<file path="src/rtl/memory_access_controller.sv">
// memory_access_controller
// Sequences single read/write requests to a latch-based memory as
// setup -> strobe -> hold so the select strobe never overlaps a change of
// address, op or data. Optionally clears every word after reset.
module memory_access_controller #(
    parameter int                 ADDR_W        = 3,
    parameter int                 DATA_W        = 8,
    parameter int                 SETUP_CYCLES  = 1,
    parameter int                 PULSE_CYCLES  = 1,
    parameter int                 INIT_ON_RESET = 1,
    parameter logic [DATA_W-1:0]  INIT_VALUE    = '0
) (
    input  logic              clk,
    input  logic              rst_n,
    input  logic              req_valid,
    output logic              req_ready,
    input  logic              req_write,
    input  logic [ADDR_W-1:0] req_addr,
    input  logic [DATA_W-1:0] req_wdata,
    output logic              resp_valid,
    input  logic              resp_ready,
    output logic [DATA_W-1:0] resp_rdata,
    output logic              init_done,
    output logic              mem_op,
    output logic              mem_select,
    output logic [ADDR_W-1:0] mem_address,
    output logic [DATA_W-1:0] mem_in_bus,
    input  logic [DATA_W-1:0] mem_out_bus
);

    localparam int CNT_MAX = (SETUP_CYCLES > PULSE_CYCLES) ? SETUP_CYCLES : PULSE_CYCLES;
    localparam int CNT_W   = (CNT_MAX > 1) ? $clog2(CNT_MAX) : 1;
    localparam logic [CNT_W-1:0] SETUP_LAST = CNT_W'(SETUP_CYCLES - 1);
    localparam logic [CNT_W-1:0] PULSE_LAST = CNT_W'(PULSE_CYCLES - 1);

    typedef enum logic [2:0] {
        INIT_SETUP,
        INIT_STROBE,
        INIT_HOLD,
        IDLE,
        SETUP,
        STROBE,
        HOLD,
        RESP
    } state_t;

    state_t            state_reg, state_next;
    logic [CNT_W-1:0]  cnt_reg, cnt_next;
    logic [ADDR_W:0]   init_addr_reg, init_addr_next;
    logic [ADDR_W:0]   init_addr_inc;
    logic              req_ready_next, resp_valid_next, init_done_next;
    logic              mem_op_next, mem_select_next;
    logic [ADDR_W-1:0] mem_address_next;
    logic [DATA_W-1:0] mem_in_bus_next, resp_rdata_next;

    assign init_addr_inc = init_addr_reg + 1'b1;

    // Next-state and next-output logic; every output is registered below.
    always_comb begin
        state_next       = state_reg;
        cnt_next         = cnt_reg;
        init_addr_next   = init_addr_reg;
        req_ready_next   = 1'b0;
        resp_valid_next  = 1'b0;
        resp_rdata_next  = resp_rdata;
        init_done_next   = init_done;
        mem_op_next      = mem_op;
        mem_select_next  = 1'b0;
        mem_address_next = mem_address;
        mem_in_bus_next  = mem_in_bus;

        case (state_reg)
            INIT_SETUP: begin
                mem_op_next      = 1'b1;
                mem_address_next = init_addr_reg[ADDR_W-1:0];
                mem_in_bus_next  = INIT_VALUE;
                // Straight out of reset the bus still carries the reset value
                // (op=0); the setup count starts only once the write is on it.
                if (mem_op) begin
                    if (cnt_reg == SETUP_LAST) begin
                        cnt_next        = '0;
                        mem_select_next = 1'b1;
                        state_next      = INIT_STROBE;
                    end else begin
                        cnt_next = cnt_reg + 1'b1;
                    end
                end
            end
            INIT_STROBE: begin
                mem_select_next = 1'b1;
                if (cnt_reg == PULSE_LAST) begin
                    cnt_next        = '0;
                    mem_select_next = 1'b0;
                    state_next      = INIT_HOLD;
                end else begin
                    cnt_next = cnt_reg + 1'b1;
                end
            end
            INIT_HOLD: begin
                init_addr_next = init_addr_inc;
                if (init_addr_inc[ADDR_W]) begin
                    state_next     = IDLE;
                    req_ready_next = 1'b1;
                    init_done_next = 1'b1;
                end else begin
                    mem_address_next = init_addr_inc[ADDR_W-1:0];
                    state_next       = INIT_SETUP;
                end
            end
            IDLE: begin
                req_ready_next = 1'b1;
                init_done_next = 1'b1;
                if (req_valid && req_ready) begin
                    req_ready_next   = 1'b0;
                    mem_op_next      = req_write;
                    mem_address_next = req_addr;
                    mem_in_bus_next  = req_wdata;
                    cnt_next         = '0;
                    state_next       = SETUP;
                end
            end
            SETUP: begin
                if (cnt_reg == SETUP_LAST) begin
                    cnt_next        = '0;
                    mem_select_next = 1'b1;
                    state_next      = STROBE;
                end else begin
                    cnt_next = cnt_reg + 1'b1;
                end
            end
            STROBE: begin
                mem_select_next = 1'b1;
                if (cnt_reg == PULSE_LAST) begin
                    cnt_next        = '0;
                    mem_select_next = 1'b0;
                    resp_rdata_next = mem_op ? mem_in_bus : mem_out_bus;
                    state_next      = HOLD;
                end else begin
                    cnt_next = cnt_reg + 1'b1;
                end
            end
            HOLD: begin
                resp_valid_next = 1'b1;
                state_next      = RESP;
            end
            RESP: begin
                resp_valid_next = 1'b1;
                if (resp_valid && resp_ready) begin
                    resp_valid_next = 1'b0;
                    req_ready_next  = 1'b1;
                    state_next      = IDLE;
                end
            end
            default: state_next = IDLE;
        endcase
    end

    // State and output registers; reset drops select immediately.
    always_ff @(posedge clk or negedge rst_n) begin
        if (!rst_n) begin
            if (INIT_ON_RESET != 0) state_reg <= INIT_SETUP;
            else                    state_reg <= IDLE;
            cnt_reg       <= '0;
            init_addr_reg <= '0;
            req_ready     <= 1'b0;
            resp_valid    <= 1'b0;
            resp_rdata    <= '0;
            init_done     <= 1'b0;
            mem_op        <= 1'b0;
            mem_select    <= 1'b0;
            mem_address   <= '0;
            mem_in_bus    <= '0;
        end else begin
            state_reg     <= state_next;
            cnt_reg       <= cnt_next;
            init_addr_reg <= init_addr_next;
            req_ready     <= req_ready_next;
            resp_valid    <= resp_valid_next;
            resp_rdata    <= resp_rdata_next;
            init_done     <= init_done_next;
            mem_op        <= mem_op_next;
            mem_select    <= mem_select_next;
            mem_address   <= mem_address_next;
            mem_in_bus    <= mem_in_bus_next;
        end
    end

endmodule

</file>
<file path="config.mk">
export PLATFORM = sky130hd
export DESIGN_NAME = memory_access_controller
export DESIGN_NICKNAME = d
export VERILOG_FILES = /design/src/rtl/memory_access_controller.sv
export SDC_FILE = /design/constraint.sdc
export NUM_CORES = 1
export LEC_CHECK = 0
export BUFFER_PORTS_ARGS = -buffer_cell sky130_fd_sc_hd__buf_2
export CORE_MARGIN = 2
export CORE_UTILIZATION = 44
export CTS_CLUSTER_SIZE = 28
export DETAILED_ROUTE_END_ITERATION = 10
export GPL_ROUTABILITY_DRIVEN = 0
export GPL_TIMING_DRIVEN = 0
export PLACE_DENSITY = 0.74
export SETUP_SLACK_MARGIN = 0.5
export SYNTH_ARGS = -nofsm -noshare
export SYNTH_HDL_FRONTEND = slang
export SYNTH_SLANG_ARGS = --single-unit
</file>
<file path="constraint.sdc">
create_clock -name clk -period 1.4 [get_ports clk]
set_clock_uncertainty 0.2 [all_clocks]
set_input_delay 0.21 -clock clk [delete_from_list [all_inputs] [get_ports clk]]
set_output_delay 0.21 -clock clk [all_outputs]
set_load 0.02 [all_outputs]
</file>
==> results.md <==
- The run finished, with violations left.
- The checks that failed: hold timing, setup timing.
- Data arrives at the worst endpoint at approximately 1700 ps.
- In this run the mean area of a mapped cell was roughly 10 sq um.
- Of all nets on the critical path, the largest fanout is 5.
- Once detailed placement completed, the half-perimeter wirelength came to roughly 2.4 mm.
- The sequential cell area in the final layout is 782.0 sq um.
- For this run, the slowest stage of the critical path takes 410 ps.
- In the synthesized netlist, the number of instances is 142.
- The type of element capturing the critical path is a flip-flop.
- The total grt overflow is 0.
- Summing the areas of all xor and xnor instances in the mapped netlist gives 2.428% of the synthesized area.
- After synthesis, the share of cell area in mux cells is under 10%.
- Port buffering added between 40 and 50 buffers.
- The buffer depth of the longest clock path is 2.
- Cells with a size suffix above 1 make up 64.68% of the layout.
- The tool flagged a number of max-cap violations equal to 0.
- The first-pass GRT wire length is 6.755 mm.
- Setup repair after global routing could not meet its margin everywhere.
- The slew at the pin closest to its max-slew limit is 697.6 ps.
- Sequential cells were found to cover 53.77% of the synthesized design area.
- The floorplan step defined a die boundary enclosing about 0.0038 sq mm.
- The fraction of the mapped netlist area in adder cells is 0.8673%.
- Power spread over the standard cell area amounts to roughly 2300 mW/mm^2.
- The number of synthesized flops with an enable pin is 0.
- Clock-pin slew was measured on the worst setup and hold paths at 110 ps.
- In the finished design, the share of the clock period the worst path needs comes to 113.6%.
- For this run, the total global-route usage over all layers was measured as about a quarter.
- The post-synthesis net count is 167.
- The internal portion of total power is 3.356 mW.
- Traced cell by cell, the critical path runs through buf_6 > or2_4 > a21o_4 > buf_4 > o21ai_1.
- The total standard cell area after synthesis is 0.001443 sq mm.
- Headroom to the max-slew limit came out at 53.49%.
- Summed over all nets, the switching power comes to 2.431 mW.
- The proportion of netlist area held by the largest area contributor is 53.77%.
- The number of antenna violations at the first check in global routing is 0.
- The final instance count without filler cells is 279.
- The diode insertion count for antenna repair is 0.
- The residual DRC count is 0.
- The biggest area consumer among synthesized cells is sky130_fd_sc_hd__dfrtp_1.
- Per report_power, the clock group accounts for under 10% of the total.
- Sorting the synthesized cells by area gives the leading types as sky130_fd_sc_hd__dfrtp_1 54%, sky130_fd_sc_hd__nand2_1 8.3%, sky130_fd_sc_hd__mux2i_1 6.2%, sky130_fd_sc_hd__o21ai_0 4.5%, sky130_fd_sc_hd__mux2_2 3.1%.
- The number of inserted filler cells in the final layout is between 150 and 200.
- IR analysis of the VDD net gives a maximum drop of about 1200 uV.
- Counting flops with an async set or reset pin after synthesis yields a share of 100.0%.
- Sequential cells account for 28.0% of the total power.
- The number of search-and-repair iterations in the first detailed-routing pass is 4.
- The floorplan die width is 61.26 microns.
- The via count of the first global-routing pass is ~1400.
- In this run the clock root is driven by a sky130_fd_sc_hd__clkbuf_4.
- The pin count of the biggest net entering global routing is 32.
- The count of endpoints failing setup in the final report is 25.
- In the routed layout, each cell is associated on average with a via count of 5.326.
- The number of rows created at floorplan is 20.
- Combinational logic is responsible for 63.0% of the overall power.
- The total power consumption of the routed design is between 5 and 6 mW.
- The clock net sink count is 31.
- The height of the die is 61.26 microns.
- The smallest hold slack is -306.2 ps.
- The number of slew-limit violations in the final report is 0.
- The number of placed instances, taps included is about 230.
- Subtracting the final worst setup slack from the clock period gives 1590 ps.
- Counting distinct cell types in the post-synthesis netlist gives 33.
- By count the netlist is led by 32 x sky130_fd_sc_hd__nand2_1, 31 x sky130_fd_sc_hd__dfrtp_1, 13 x sky130_fd_sc_hd__o21ai_0, 9 x sky130_fd_sc_hd__mux2i_1, 8 x sky130_fd_sc_hd__o21ai_1.
- Setup total negative slack on the finished layout was measured at -2866 ps.
- The layout overhead on the synthesized area is 75.89%.
- The synthesized-area fraction occupied by ao, oa, aoi and oai cells is approximately 14%.
- For the worst setup path, the data required time is 1470 ps.
- The overall routed net length is 4.941 mm.
- The library cell contributing the largest single delay on the critical path is sky130_fd_sc_hd__dfrtp_1.
- After layout, the worst setup slack is -190.4 ps.
- The type of the worst setup path is flip-flop to flip-flop.
- The largest family of logic cells by synthesized area is simple AND/OR/NAND/NOR gates.
- The later pin in the worst-skew pair is clocked with a latency of 340 ps.
- The tightest min-delay check is of the input port to async pin type.
- The leakage power of the design is 1.221 nW.
- The peak clock frequency supported by timing is 628.8 MHz.
- Summing all placed instances gives a cell area of about 0.0018 sq mm.
- The post-layout net count is 259.
- The H-tree depth reported by CTS is 2.
- In the final routed layout, each cell accounts on average for between 15 and 20 microns.
- The remaining antenna violation count after routing is 0.
- The multi-input combinational cells in the finished layout cover a total of 862.1 sq um.
- By instance count, the leading cell after synthesis is sky130_fd_sc_hd__nand2_1.
- The number of top-level pins is 48.
- The routed layout has ~1500 vias.
- The fraction of the mapped netlist area in simple logic gates is between 10% and 20%.
- The floorplan step defined a core boundary enclosing 0.003078 sq mm.
- The final instance area is 0.002537 sq mm.
- The critical path launch point type is a flip-flop.
- For this configuration, the core starts out at a cell density of a little under half.
- TritonCTS created 5 clock buffers.
- The commonest register cell after synthesis is sky130_fd_sc_hd__dfrtp_1.
- After the first detailed-routing iteration, the DRC count stood at 94.
- The final number of hold-violating endpoints is 48.
- The TritonCTS clock tree is done.
- In this run switching power makes up 42.01% of total power.
- Yosys printed 0 warnings.
- The number of flip-flops and latches in the synthesized netlist is 31.
==> layer usage <==
metal	GRT usage, %	vias up	share of wire (%)
met5	0	-	0
met4	12.11	0	1.5
met3	7.353	9	4.5
met2	42.55	56	53
met1	30.07	746	41
li1	-	675	-
==> logic make-up after synthesis <==
group	count (synthesis)
simple gates	52
compound gates	34
flops	31
mux	13
buf+inv	7
xor+xnor	4
fa+ha+maj	1
==> repair_timing <==
action | in CTS | in global routing
buffers inserted | 26 | 9
cloned | 2 | 1
endpoints found under the setup margin | 55 | 55
pin swaps | 23 | 13
resized for setup | 85 | 33
endpoints found under the hold margin | 49 | 49
==> power by group through the flow <==
stage,clock network [mW],registers (mW),logic (mW)
after floorplan,0,1.83,1.13
after global placement,0,1.53,1.93
after CTS,0.521,1.55,3.00
after detailed placement,0,1.55,1.97
final,0.519,1.62,3.65
after global routing,0.568,1.66,3.86
==> through the flow <==
step	utilization (%)	setup WS, ps
3_3_place_gp	57.72	-193.6
5_1_grt	82.44	-207.3
3_5_place_dp	57.72	-249.5
2_1_floorplan	-	-104.8
6_report	82.44	-190.4
4_1_cts	75.16	-219.3
==> critical path: cells and delay by family, from the launching register on <==
kind | cells | cell delay [ps]
AO/OA/AOI/OAI | 2 | 390
AND/OR/NAND/NOR | 1 | 240
flip-flops | 1 | 410
buffers and inverters | 2 | 290
==> path summary, 6_finish.rpt <==
kind	from	end	slack, ps	cells after the start
max in group asynchronous	rst_n	req_ready$_DFF_PN0_	800	1
min	rst_n	resp_rdata[6]$_DFFE_PN0N_	-310	1
min in group clk	req_wdata[4]	mem_in_bus[4]$_DFFE_PN0P_	-120	3
max reg2reg	state_reg[1]$_DFFE_PN0P_	mem_in_bus[6]$_DFFE_PN0P_	-190	5
max	state_reg[1]$_DFFE_PN0P_	mem_in_bus[6]$_DFFE_PN0P_	-190	5
min reg2reg	resp_rdata[0]$_DFFE_PN0N_	resp_rdata[0]$_DFFE_PN0N_	330	2
==> cell type report <==
type | count | share of cell area, %
Buffer | 6 | 2.959
Clock buffer | 6 | 1.627
Clock inverter | 2 | 0.4931
Inverter | 1 | 0.1479
Multi-Input combinational cell | 104 | 33.97
Sequential cell | 31 | 30.82
Tap cell | 44 | 2.170
Timing Repair Buffer | 85 | 27.81
==> layout by cell type (no fill, tap or decap), drive strengths merged <==
| cell | count |
|---|---|
| a22oi | 1 |
| or3 | 1 |
| a21oi | 3 |
| clkbuf | 6 |
| nor3 | 2 |
| nand2b | 2 |
| dfrtp | 31 |
| buf | 91 |
| o21bai | 1 |
| o2bb2ai | 1 |
| a2bb2oi | 1 |
| xor2 | 2 |
| nand2 | 32 |
| ha | 1 |
| or2 | 1 |
| mux2 | 4 |
| nor2b | 2 |
| o22ai | 1 |
| clkinv | 1 |
| xnor2 | 2 |
| a21o | 2 |
| mux2i | 9 |
| nor2 | 7 |
| nand4 | 1 |
| inv | 1 |
| o21ai | 23 |
| nand3b | 1 |
| a31o | 1 |
| nand3 | 3 |
| clkinvlp | 1 |
Power figures use the tool's default switching activity.
